### config.mk
export PLATFORM = sky130hd
export DESIGN_NAME = rabbit_profile_loader
export DESIGN_NICKNAME = d
export VERILOG_FILES = /design/src/rtl/rabbit_profile_loader.sv
export SDC_FILE = /design/constraint.sdc
export NUM_CORES = 1
export LEC_CHECK = 0
export CAP_MARGIN = 20
export CELL_PAD_IN_SITES_DETAIL_PLACEMENT = 1
export CELL_PAD_IN_SITES_GLOBAL_PLACEMENT = 1
export CORE_MARGIN = 3
export CORE_UTILIZATION = 42
export DETAILED_ROUTE_END_ITERATION = 8
export PLACE_DENSITY = 0.83
export SYNTH_ARGS = -nofsm -noshare
export SYNTH_HDL_FRONTEND = slang
export SYNTH_SLANG_ARGS = --single-unit
### constraint.sdc
create_clock -name ten_MHz_ext -period 2.1 [get_ports ten_MHz_ext]
set_input_delay 0.42 -clock ten_MHz_ext [delete_from_list [all_inputs] [get_ports ten_MHz_ext]]
set_output_delay 0.42 -clock ten_MHz_ext [all_outputs]
set_load 0.005 [all_outputs]
### src/rtl/rabbit_profile_loader.sv
// rtl/rabbit_profile_loader.sv - Rabbit serial profile loader: header count, fixed-size frames, slot writes
module rabbit_profile_loader #(
  parameter int MAX_PROF   = 20,
  parameter int FRAME_BITS = 184
) (
  input  logic                  ten_MHz_ext,
  input  logic                  key_2_reset,
  input  logic                  SCLK_PE_3,
  input  logic                  SDIO_PE_5,
  input  logic                  LOAD_PE_1,
  output logic                  wr_en,
  output logic [4:0]            wr_addr,
  output logic [0:FRAME_BITS-1] wr_data,
  output logic [4:0]            sweep_total,
  output logic                  load_done,
  output logic                  frame_err
);

  localparam logic [2:0] IDLE = 3'd0;
  localparam logic [2:0] HDR  = 3'd1;
  localparam logic [2:0] DATA = 3'd2;
  localparam logic [2:0] DONE = 3'd3;
  localparam logic [2:0] ERR  = 3'd4;

  logic [2:0]            state;
  logic [1:0]            sclk_sync, sdio_sync, load_sync;
  logic                  sclk_d, load_d;
  logic [7:0]            bit_cnt;
  logic [4:0]            frame_idx;
  logic [4:0]            n_prof;
  logic [0:FRAME_BITS-1] shift;

  logic                  sclk_rise, load_rise, load_s, sdio_s;
  logic [4:0]            hdr_next;
  logic [0:FRAME_BITS-1] frame_next;
  logic                  hdr_ok;

  assign sclk_rise  = sclk_sync[1] & ~sclk_d;
  assign load_rise  = load_sync[1] & ~load_d;
  assign load_s     = load_sync[1];
  assign sdio_s     = sdio_sync[1];
  assign hdr_next   = {n_prof[3:0], sdio_s};
  // Earlier bits migrate toward index 0, so the first bit received ends at wr_data[0].
  assign frame_next = {shift[1:FRAME_BITS-1], sdio_s};
  assign hdr_ok     = (hdr_next >= 5'd1) && (hdr_next <= 5'(MAX_PROF));

  always_ff @(posedge ten_MHz_ext or negedge key_2_reset) begin
    if (!key_2_reset) begin
      state       <= IDLE;
      sclk_sync   <= '0;
      sdio_sync   <= '0;
      load_sync   <= '0;
      sclk_d      <= 1'b0;
      load_d      <= 1'b0;
      bit_cnt     <= '0;
      frame_idx   <= '0;
      n_prof      <= '0;
      shift       <= '0;
      wr_en       <= 1'b0;
      wr_addr     <= '0;
      wr_data     <= '0;
      sweep_total <= '0;
      load_done   <= 1'b0;
      frame_err   <= 1'b0;
    end else begin
      sclk_sync <= {sclk_sync[0], SCLK_PE_3};
      sdio_sync <= {sdio_sync[0], SDIO_PE_5};
      load_sync <= {load_sync[0], LOAD_PE_1};
      sclk_d    <= sclk_sync[1];
      load_d    <= load_sync[1];
      wr_en     <= 1'b0;
      load_done <= 1'b0;

      // A new session wins over everything, including a coincident SCLK edge.
      if (load_rise) begin
        state     <= HDR;
        bit_cnt   <= '0;
        frame_idx <= '0;
        frame_err <= 1'b0;
      end else begin
        case (state)
          IDLE: ;
          HDR: begin
            if (!load_s) begin
              frame_err <= 1'b1;
              state     <= ERR;
            end else if (sclk_rise) begin
              n_prof <= hdr_next;
              if (bit_cnt == 8'd4) begin
                bit_cnt <= '0;
                if (hdr_ok) begin
                  state <= DATA;
                end else begin
                  frame_err <= 1'b1;
                  state     <= ERR;
                end
              end else begin
                bit_cnt <= bit_cnt + 8'd1;
              end
            end
          end
          DATA: begin
            if (!load_s) begin
              frame_err <= 1'b1;
              state     <= ERR;
            end else if (sclk_rise) begin
              shift <= frame_next;
              if (bit_cnt == 8'(FRAME_BITS - 1)) begin
                bit_cnt   <= '0;
                wr_en     <= 1'b1;
                wr_addr   <= frame_idx;
                wr_data   <= frame_next;
                frame_idx <= frame_idx + 5'd1;
                if (frame_idx + 5'd1 == n_prof) begin
                  sweep_total <= n_prof;
                  load_done   <= 1'b1;
                  state       <= DONE;
                end
              end else begin
                bit_cnt <= bit_cnt + 8'd1;
              end
            end
          end
          DONE: if (!load_s) state <= IDLE;
          ERR:  if (!load_s) state <= IDLE;
          default: state <= IDLE;
        endcase
      end
    end
  end

endmodule

# Word-level counts from Yosys, hierarchy flattened
# Index checks and enable logic that the tools add are counted.
# word_totals
reg_bits	409
inputBits	5
out_inout_bits	197
wordCells	103
# op_classes
n_addsub	2
magnitude_cmp	2
n_eq_ne	20
muxes	42
bitwise_logic	5
reduce_logical	16
# op_table
op	n
$mux W8	7
$mux W3	10
$mux W5	5
$ne A4 B4 Y1 const B	6
$mux W1	17
$pmux W8 S2	1
$ne A3 B3 Y1 const B	5
$reduce_and A5 Y1	3
$pmux W3 S4	1
$reduce_and A4 Y1	3
$add A8 B1 Y8 const B	1
$eq A8 B3 Y1 const B	1
$eq A8 B8 Y1 const B	1
$reduce_bool A2 Y1	4
$reduce_and A7 Y1	1
$eq A3 B2 Y1 const B	2
$reduce_and A6 Y1	1
$add A5 B1 Y5 const B	1
$eq A5 B5 Y1	1
$ge A5 B1 Y1 const B	1
$le A5 B5 Y1 const B	1
$eq A3 B1 Y1 const B	1
$eq A3 B3 Y1 const B	1
$logic_not A3 Y1	1
other kinds (8)	11

# Logic depth before layout (Yosys ltp)
# Gate-level depths: netlist of run 1.
# depth
depth_word	8
depth_mapped	7
ltp_nobuf	7

# Worst setup path after synthesis of run 1
# No wires, ideal clock.
# synth_path
kind	reg2reg
from	reg load_sync[1]
to	reg wr_addr[0]
setup_time_ps	125
t_arrival_ps	2023
required_ps	1975
path_slack_ps	-48
stages_incl_launch_ff	8
synth_period_minus_slack_ps	2148
cell_sequence	dfrtp_1 -> buf_2 -> nand3b_1 -> or2_1 -> nor3_2 -> buf_2 -> buf_4 -> mux2_2
# synth_via
elab_chain_cells	3
# synth_lines
item	line_no	rtl
from (decl)	26	logic [1:0] sclk_sync, sdio_sync, load_sync;
from (signal assigned)	68	load_sync <= {load_sync[0], LOAD_PE_1};
$and A1 B1 Y1	39	assign load_rise = load_sync[1] & ~load_d;
$not A1 Y1 (no line)	--	
$reduce_and A5 Y1 (no line) (*)	--	
to (signal assigned)	111	wr_addr <= frame_idx;
to (decl)	12	output logic [4:0] wr_addr,
# Every way passes the cells marked *; elsewhere a longest branch is shown, timed or not.
# A chain may end at the register's enable or synchronous reset.

# Final worst setup path of run 1
# layout_path
from	reg bit_cnt[1]
to	reg wr_data[59] (netlist name)
# layout_via
elab_chain_cells	2
# layout_lines
item	line_no	rtl
from (decl)	28	logic [7:0] bit_cnt;
from (signal assigned)	98	bit_cnt <= bit_cnt + 8'd1;
from (signal assigned)	120	bit_cnt <= bit_cnt + 8'd1;
$eq A8 B8 Y1	108	if (bit_cnt == 8'(FRAME_BITS - 1)) begin
$reduce_and A5 Y1 (no line)	--	
to (signal assigned)	112	wr_data <= frame_next;
to (decl)	13	output logic [0:FRAME_BITS-1] wr_data,
# Every way passes these cells.

==> results.md, run 1 <==
- Status: finished with violations
- Violated checks: negative setup slack
- Yosys top cell area share: 65.8%
- GRT overflow: 0
- Commonest non-fill, non-tap cells in the layout: 408 x dfrtp_1, 379 x mux2_2, 200 x clkdlybuf4s50_1, 51 x clkbuf_16, 35 x buf_4
- Layout cells sized above 1: 42.7%
- First-pass GRT wire length: 56100 um
- Die width: 198 um
- Comb pwr share: 4.5%
- Tightest Pin Transition: 0.864 ns
- Port bufs: 201
- Sw frac: 22.0%
- Clock Path Buffers: 3
- CP peak stage delay: 0.39 ns
- Power Total: 16.6 mW
- Die height: 198 um
- Remaining DRCs: 0
- Gr usage total: 17.8%
- Clock-pin slew on the worst setup and hold paths: 0.06 ns
- WL/cell: 21.3 um
- CTS buffer count: 43
- Setup crit start kind: register
- Leak: 9.94 nW
- Buffers & Inverters on Critical Path: 4
- Largest net degree at the start of global routing: 94
- Worst clock skew: 0.0219 ns
- Nets: 1232
- Ports: 202
- Post-route ant nets: 0
- Async S/R FF share, synth: 100%
- Clk sinks: 409
- Proportion of power drawn by flip-flops and latches: 48.8%
- RSZ-0062 raised after global routing: yes
- Critical path class: reg -> reg
- CP required: 2.52 ns
- Die ar.: 0.0394 mm2
- Critical Path AT: 2.53 ns
- Syn_nets: 967
- Synth Register Bits: 409
- Via count: 8833
- Clock power share: 46.7%
- Yosys warnings: 0
- Non-filler cells, final: 1718
- Int Pwr: 12.9 mW
- Worst VDD drop: 566 uV
- Slowest cell on crit path: dfrtp_1
- Final wirelength: 36500 um
- Initial antenna violation count: 0
- Dpl cells: 1622
- Final hold violations: 0
- Synthesis-to-finish area growth: 30.5%
- DR pass1 iterations: 4
- Core Region: 0.0360 mm2
- Row count: 69
- Synth area leaders: dfrtp_1 66%, mux2_2 28%, buf_2 0.68%
- Clock root buffer: clkbuf_16
- CP Capture Type: register
- Flop2flop setup slack: -0.01 ns
- Synth Cell Area: 0.0156 mm2
- Max Cap Viol: 0
- Core Util, Final: 56.4%
- Sequential share of the synthesized area: 65.8%
- Vias in the first global route: 9899
- Max Slew Vio Count: 0
- Worst skew pair latency: 0.55 ns
- Vias/cell: 5.14
- Final setup margin: -0.00971 ns
- Max FO, Critical Path: 14
- Initial DRC Count: 311
- Gpl congestion: 0.826
- P per Cell Area: 816 mW/mm2
- Final min period: 2.11 ns
- Final setup violation count: 10
- Post-synth EDFFs: 0
- Most common cell after layout, fill and taps aside: dfrtp_1
- CTS tree: yes
- Syn Area/Cell: 16.2 um2
- Synth cell types: 49
- N_diodes: 0
- Final period util: 100%
- Area leader, netlist: dfrtp_1
- H-tree lvl count: 2
- Fmax: 474 MHz
- Rel. slew slack: 40.9%
- Worst Hold Class: in -> reg
- CP cell instances: ha_2 > nand4_1 > buf_4 > nor3_4 > buf_6 > buf_12 > clkbuf_16 > mux2_2
- Largest delay contributor family on the critical path: buffers and inverters
- Starting density of the core: 43.2%
- Ys flop type: dfrtp_1
- Post-detail-place hpwl: 22500 um
- Mapped Cells: 959
- Psw: 3.65 mW
## flip-flops by register name, indices dropped and copies added (netlist names)
signal       flops
wr_data        184
shift          183
bit_cnt          8
frame_idx        5
n_prof           5
sweep_total      5
wr_addr          5
state            3
load_sync        2
sclk_sync        2
sdio_sync        2
frame_err        1
load_d           1
load_done        1
sclk_d           1
wr_en            1
## power groups by stage
stage | Clock (mW) | Sequential (mW) | Combinational [mW]
finish | 7.74 | 8.08 | 0.739
global route | 8.30 | 8.09 | 0.832
CTS | 7.93 | 8.07 | 0.708
detailed placement | 0 | 8.22 | 0.664
global placement | 0 | 8.21 | 0.639
floorplan | 0 | 8.20 | 0.286
## cells by family after synthesis
kind of cell	after synthesis	share of synthesized area, %
AO/OA/AOI/OAI	37	1.66
multiplexers	386	27.9
flip-flops	409	65.8
adder cells (fa/ha/maj)	3	0.241
AND/OR/NAND/NOR	66	2.36
XOR/XNOR	6	0.338
buffers and inverters	52	1.70
## timing repair
item / in CTS / in global routing
endpoints found under the setup margin: 17 / 199
gates resized for setup: 4 / 29
endpoints found under the hold margin: 33 / 0
cloned: 0 / 9
pin swaps: 2 / 4
setup buffers: 3 / 5
hold buffers: 1 / 0
## metrics by stage
step                      hold slack (ns)  worst slack [ns]  setup TNS (ns)  area (um2)
after floorplan                     0.124           0.00538               0       15600
after global placement              0.335            0.0483               0       18400
after detailed placement            0.336           -0.0578          -0.125       18400
after CTS                           0.301           0.00455               0       19900
after global routing                0.301            -0.104           -9.08       20300
final                               0.331          -0.00971         -0.0482       20300
## layer usage
layer	vias up	wire (um)	track usage (%)	part of all wire, %
li1	3960	-	-	-
met1	4654	15600	22.9	43
met2	177	18900	31.2	52
met3	42	1560	3.59	4.3
met4	0	550	3.96	1.5
met5	-	0	0	0
## area by class of cell
cell class / instances / area (um2)
flip-flops and latches: 409 / 10200
repair buffers: 264 / 2850
well taps: 461 / 577
multi-input cells: 498 / 5150
inverters: 8 / 30.0
clock inverters: 10 / 119
clock buffers: 68 / 1340
fillers: 3302 / 15700
## final timing paths
check,startpoint,to,cells past startpoint
worst min-delay path,SDIO_PE_5,sdio_sync[0],1
min in group asynchronous,key_2_reset,wr_data[132],2
worst max register to register,bit_cnt[1],wr_data[59],8
worst min register to register,sdio_sync[0],sdio_sync[1],0
worst max-delay path,bit_cnt[1],wr_data[59],8
max in group asynchronous,key_2_reset,state[1],3
## synth_stat cells, types with 2 or more instances
cell type    n
a21oi_1      3
a22o_1       5
a31o_2       2
a31oi_1      2
and2_1       2
and3_1       2
buf_1        4
buf_2       21
buf_4       11
clkbuf_1     7
dfrtp_1    409
ha_1         3
inv_1        7
mux2_2     383
mux2i_1      3
nand2_1      9
nand2b_1     3
nand3_1      9
nand3b_1     2
nand4_1      2
nor2_1      12
nor2b_1      4
nor3_1       5
nor4_1       2
nor4b_1      2
o21ai_0     11
o2bb2ai_1    2
o31ai_1      4
or3b_1       2
or4_1        3
xnor2_1      4
xor2_1       2
No activity file was read; power rests on OpenSTA's default activity.
==> inputs of run 2 (changes only) <==
Settings changed: CAP_MARGIN 20 to unset.
==> results of run 2 <==
Same layout as run 1: the final DEF is identical, and so are final timing and power.
